File: config.mk
export PLATFORM = sky130hd
export DESIGN_NAME = button_event_decoder
export DESIGN_NICKNAME = d
export VERILOG_FILES = /design/src/rtl/button_event_decoder.sv
export SDC_FILE = /design/constraint.sdc
export NUM_CORES = 1
export LEC_CHECK = 0
export CORE_MARGIN = 1.5
export CORE_UTILIZATION = 40
export CTS_BUF_LIST = sky130_fd_sc_hd__clkbuf_8
export CTS_CLUSTER_DIAMETER = 80
export DETAILED_ROUTE_END_ITERATION = 8
export GPL_ROUTABILITY_DRIVEN = 0
export GPL_TIMING_DRIVEN = 0
export SLEW_MARGIN = 10
export SYNTH_ARGS = -nofsm -noshare
export SYNTH_HDL_FRONTEND = slang
export SYNTH_SLANG_ARGS = --single-unit
File: constraint.sdc
create_clock -name clk -period 3.3 [get_ports clk]
set_input_delay 0.66 -clock clk [delete_from_list [all_inputs] [get_ports clk]]
set_output_delay 0.66 -clock clk [all_outputs]
set_load 0.005 [all_outputs]
File: src/rtl/button_event_decoder.sv
// button_event_decoder
// Turns debounced, clk-synchronous button levels into single-cycle events:
// press, release, click (short press), long-press and auto-repeat.
// Each channel has its own 4-state FSM and hold counter; all outputs are
// registered.
module button_event_decoder #(
    parameter int N_BUTTONS     = 5,
    parameter int LONG_CYCLES   = 50000000,
    parameter int REPEAT_CYCLES = 10000000,
    parameter int REPEAT_EN     = 1
) (
    input  logic                 clk,
    input  logic                 rst_n,
    input  logic [N_BUTTONS-1:0] buttons,
    output logic [N_BUTTONS-1:0] press_o,
    output logic [N_BUTTONS-1:0] release_o,
    output logic [N_BUTTONS-1:0] click_o,
    output logic [N_BUTTONS-1:0] long_o,
    output logic [N_BUTTONS-1:0] repeat_o,
    output logic [N_BUTTONS-1:0] held_o
);

    localparam int CNT_MAX = (LONG_CYCLES > REPEAT_CYCLES) ? LONG_CYCLES : REPEAT_CYCLES;
    localparam int CNT_W   = $clog2(CNT_MAX + 1);

    // Counter value seen on the edge that fires long_o / repeat_o.
    localparam logic [CNT_W-1:0] LONG_LAST   = CNT_W'(LONG_CYCLES - 1);
    localparam logic [CNT_W-1:0] REPEAT_LAST = CNT_W'(REPEAT_CYCLES - 1);

    typedef enum logic [1:0] {
        ST_WAIT_LOW,
        ST_IDLE,
        ST_HELD,
        ST_LONG
    } state_e;

    for (genvar i = 0; i < N_BUTTONS; i++) begin : g_ch
        state_e           state_q;
        logic [CNT_W-1:0] cnt_q;
        logic             press_q;
        logic             release_q;
        logic             click_q;
        logic             long_q;
        logic             repeat_q;
        logic             held_q;

        // Per-channel FSM, hold counter and registered event pulses.
        always_ff @(posedge clk or negedge rst_n) begin
            if (!rst_n) begin
                state_q   <= ST_WAIT_LOW;
                cnt_q     <= '0;
                press_q   <= 1'b0;
                release_q <= 1'b0;
                click_q   <= 1'b0;
                long_q    <= 1'b0;
                repeat_q  <= 1'b0;
                held_q    <= 1'b0;
            end else begin
                press_q   <= 1'b0;
                release_q <= 1'b0;
                click_q   <= 1'b0;
                long_q    <= 1'b0;
                repeat_q  <= 1'b0;
                case (state_q)
                    ST_WAIT_LOW: begin
                        // Lockout: a button held through reset must be let go first.
                        held_q <= 1'b0;
                        cnt_q  <= '0;
                        if (!buttons[i]) begin
                            state_q <= ST_IDLE;
                        end
                    end
                    ST_IDLE: begin
                        cnt_q <= '0;
                        if (buttons[i]) begin
                            state_q <= ST_HELD;
                            press_q <= 1'b1;
                            held_q  <= 1'b1;
                        end else begin
                            held_q <= 1'b0;
                        end
                    end
                    ST_HELD: begin
                        // Release is checked first so it wins over a coincident long press.
                        if (!buttons[i]) begin
                            state_q   <= ST_IDLE;
                            cnt_q     <= '0;
                            release_q <= 1'b1;
                            click_q   <= 1'b1;
                            held_q    <= 1'b0;
                        end else if (cnt_q == LONG_LAST) begin
                            state_q <= ST_LONG;
                            cnt_q   <= '0;
                            long_q  <= 1'b1;
                        end else begin
                            cnt_q <= cnt_q + 1'b1;
                        end
                    end
                    ST_LONG: begin
                        if (!buttons[i]) begin
                            state_q   <= ST_IDLE;
                            cnt_q     <= '0;
                            release_q <= 1'b1;
                            held_q    <= 1'b0;
                        end else if (REPEAT_EN != 0) begin
                            if (cnt_q == REPEAT_LAST) begin
                                cnt_q    <= '0;
                                repeat_q <= 1'b1;
                            end else begin
                                cnt_q <= cnt_q + 1'b1;
                            end
                        end
                    end
                    default: begin
                        state_q <= ST_WAIT_LOW;
                        cnt_q   <= '0;
                        held_q  <= 1'b0;
                    end
                endcase
            end
        end

        assign press_o[i]   = press_q;
        assign release_o[i] = release_q;
        assign click_o[i]   = click_q;
        assign long_o[i]    = long_q;
        assign repeat_o[i]  = repeat_q;
        assign held_o[i]    = held_q;
    end

endmodule

== Word level (Yosys, flattened, before mapping) ==
Cells that the tools add are included.
Operators by class
  reduce and logical (&&, ||, !) cells: 25
  equal/unequal tests: 45
  mux-type cells: 115
  add/sub/neg operators: 5
Operators with widths (number)
  $mux W26: 20
  $pmux W26 S3: 5
  $add A26 B1 Y26 const B: 5
  $eq A26 B24 Y1 const B: 5
  $eq A26 B26 Y1 const B: 5
  $mux W1: 60
  $mux W2: 20
  $ne A2 B2 Y1 const B: 15
  $pmux W2 S3: 5
  $reduce_or A2 Y1: 15
  $eq A2 B2 Y1 const B: 10
  $ne A3 B3 Y1 const B: 5
  $pmux W1 S3: 5
  $reduce_and A3 Y1: 5
  $eq A2 B1 Y1 const B: 5
  $logic_not A2 Y1: 5
Storage, ports and cells
  bits of input ports: 7
  logic and storage cells: 230
  output and inout bits: 30
  flip-flop bits (word level): 170

== Longest topological paths before layout ==
  depth after elaboration: 4
  gate-level depth with buffers: 8

== Least setup slack after synthesis ==
OpenSTA, ideal clock, no wires.
  path type: reg-to-reg
  start: register g_ch[4].cnt_q[18]
  end: register g_ch[4].cnt_q[11]
  cell stages (with the launch flop): 7
  data arrival time: 2427 ps
  data required time: 3181 ps
  setup slack: 754 ps
  path through: dfrtp_1 -> or4_1 -> or4_1 -> or4_4 -> a32oi_4 -> buf_6 -> nor2_1
On the way
  word-level cells in the longest chain between the ends: 4
  elaborated cells between the ends (all ways): 7
Ends and longest elaborated chain
  from (decl): line 39  | logic [CNT_W-1:0] cnt_q;
  from (signal assigned): line 96  | cnt_q <= cnt_q + 1'b1;
  from (signal assigned): line 110  | cnt_q <= cnt_q + 1'b1;
  $eq A26 B24 Y1 or $eq A26 B26 Y1 (tied branches): line 106, 91
  $mux W26, on equally long branches: line 106, 91
  $mux W26, on equally long branches: line 100, 85
  $pmux W26 S3 *: line 64  | case (state_q)
Mark *: on every way between the ends. The rest lies on a longest branch, timed or not.
A chain may end at the register's enable or synchronous reset.

== Worst setup path in the final report ==
  start: register g_ch[2].cnt_q[17]
  end: register g_ch[2].cnt_q[5]
On the way
  word-level cells in the longest chain between the ends: 4
  elaborated cells between the ends (all ways): 7
Ends and longest elaborated chain (line)
  from (decl): 39
  from (signal assigned): 96
  from (signal assigned): 110
  $eq A26 B24 Y1 or $eq A26 B26 Y1 (tied branches): 106, 91
  $mux W26, on equally long branches: 106, 91
  $mux W26, on equally long branches: 100, 85
  $pmux W26 S3 *: 64
Marks and branches as above.

==> qor.yml <==
initial_utilization_pct: 41.0
ctsResizeCount: 0
ys.warnings.count: 0
synthFlopType: "dfrtp_1"
power.density_nw_per_um2: 542
cts_buffer_depth: 2
reg2reg_depth: 6
worst_ep_required_time_ns: 3.61
leakage_nw: 4.13
syn-mean-instance-area_um2: 9.70
dp_cells: 1199
wl_um: 16300
grt_max_degree: 107
fmax_mhz: 341
crit_chain: "or4b_2 > nor4_1 > a41oi_1 > o21ai_1 > clkbuf_1 > nor2_1"
syn_nets: 918
grt_pass1_wl_um: 28200
dr.pass1.iters: 4
synth_cells: 891
postCtsHoldBufs: 0
diodes: 0
die_height_um: 150
vias: 6191
clkSinkCount: 170
finalMaxSlewViolations: 0
place_ws_ns: 0.333
max_slew_margin_pct: 18.2
drive_above_1_share_pct: 7.64
crit_path_start_kind: "flip-flop"
final_hold_viol_count: 0
critPathMaxStageDelay_ns: 0.68
die_area_um2: 22500
fin_ws_ns: 0.367
cts_tree: "yes"
drt_iter0_markers: 301
grt_pass1_vias: 5883
setup_viol: 0
grt_usage_pct: 15.5
die_w_um: 150
numCtsBuffers: 17
clk_pin_slew_worst_paths_ns: 0.09
finalCriticalPeriod_ns: 2.93
tightestPinTransition_ns: 1.21
final_core_util_pct: 46.6
hold_class: "primary input to asynchronous set/reset pin"
cp_max_fo: 10
io_pins: 37
synth_seq_cells: 170
drc: 0
synth_cell_types: 45
ir_drop_v: 0.000245
synth_edf_count: 0
synth_area_leader_cell: "dfrtp_1"
cp-end-kind: "flip-flop"
cts_setup_buffers: 0
ant_nets: 0
wl_per_cell_um: 13.3
mostFrequentLayoutCell: "nor2_1"
rsz0062_at_grt: "no"
finalClockSkew_ns: 0.0150
ys_top_cells_by_area: "dfrtp_1, xor2_1, nor2_1, xnor2_1, nand3_1"
fin_crit_sh_pct: 88.9
finalSetupTns_ns: 0
synth_area_um2: 8640
crit_arrival_ns: 3.24
synth.top_cell.area_share_pct: 49.2
fin_cells: 1231
io_buffers: 32
reg2reg_setup_slack_ns: 0.37
antenna_found_initial: 0
synth-async-reset-ratio_pct: 100
worstSetupPathType: "flip-flop to flip-flop"
core_um2: 21100
rr_startpoint: "g_ch[2].cnt_q[17]$_DFF_PN0_"
htree_levels: 4
ys_seq_area_share_pct: 49.2
via_per_inst: 5.03
dp_hpwl_um: 11100
final_nets: 970
clock-root-buffer: "clkbuf_8"
final_cell_mix: "nor2_1, dfrtp_1, xor2_1"
worst_path_max_delay_cell: "or4b_2"
cap_violations: 0
crit-reg2reg-capture: "g_ch[2].cnt_q[5]$_DFF_PN0_"
worst_skew_pair.late_latency_ns: 0.46
area_delta_synth_final_pct: 13.8
status: "finished clean"
overflow: 0
rows: 53
## flip-flops by register name (all words and copies together) (netlist names)
register and flops:
g_ch.repeat_q 5, g_ch.press_q 5, g_ch.click_q 5, g_ch.held_q 5, g_ch.long_q 5, g_ch.cnt_q 130, g_ch.release_q 5, g_ch.state_q 10
## layout make-up
class	count	area, µm²
fill	2058	11300
sequential	170	4250
multi-input combinational	642	3950
timing repair buffer	33	353
tap	275	344
buffer	53	342
clock buffer	19	262
clock inverter	13	224
inverter	26	97.6
## layer usage
metal	up-vias	share of wire, %	GRT usage (%)
li1	3116	-	-
met1	2984	50	21.1
met2	76	46	24.6
met3	15	2.6	2.96
met4	0	1.5	5.54
met5	-	0	0
## cell usage after synthesis, drive strengths merged, types with 3 or more instances
cell type,n
a21boi,5
inv,26
dfrtp,170
a32oi,3
nor4,11
or4b,3
nor4b,5
xor2,74
o21ai,19
nand4,36
and2,19
nand2,60
and4,19
nor2,172
and3,21
xnor2,46
a21oi,7
nor4bb,7
or4,8
nor2b,10
nor3b,5
clkbuf,19
nor3,19
buf,34
nand3,53
ha,20
## worst max path at each step
stage,from,cells after the start,end,slack [ns]
after floorplan,g_ch[4].cnt_q[18]$_DFF_PN0_,6,g_ch[4].cnt_q[11]$_DFF_PN0_,0.75
final,g_ch[2].cnt_q[17]$_DFF_PN0_,6,g_ch[2].cnt_q[5]$_DFF_PN0_,0.37
after global placement,rst_n,1,g_ch[0].press_q$_DFF_PN0_,-5.66
after CTS,g_ch[2].cnt_q[17]$_DFF_PN0_,6,g_ch[2].cnt_q[5]$_DFF_PN0_,0.30
after detailed placement,g_ch[2].cnt_q[17]$_DFF_PN0_,6,g_ch[2].cnt_q[5]$_DFF_PN0_,0.33
after global routing,g_ch[2].cnt_q[17]$_DFF_PN0_,6,g_ch[2].cnt_q[5]$_DFF_PN0_,0.16
## metrics by stage
stage / power (mW) / instance area [µm²] / hold slack (ns)
2_1_floorplan: 3.20 / 8640 / 0.364
3_3_place_gp: 3.62 / 9300 / 0.444
3_5_place_dp: 3.64 / 9340 / 0.450
4_1_cts: 5.43 / 9820 / 0.127
5_1_grt: 5.67 / 9830 / 0.150
6_report: 5.33 / 9830 / 0.126
## critical path, delay by kind of cell (launching register included)
family / cells / cell delay (ns)
AO/OA/AOI/OAI: 2 / 0.72
buffers and inverters: 1 / 0.47
flip-flops: 1 / 0.46
AND/OR/NAND/NOR: 3 / 1.13
## report_power, final
part           internal (mW)  switching, mW
registers               2.25          0.120
logic                  0.542          0.660
clock network           1.01          0.745
## logic make-up after synthesis
| kind of cell | Yosys count | share of synthesized area (%) |
|---|---|---|
| XOR/XNOR | 120 | 12.2 |
| AO/OA/AOI/OAI | 48 | 4.03 |
| adder cells (fa/ha/maj) | 20 | 2.90 |
| AND/OR/NAND/NOR | 454 | 26.6 |
| buffers and inverters | 79 | 5.08 |
| flip-flops | 170 | 49.2 |
(Power assumes the default switching activity.)
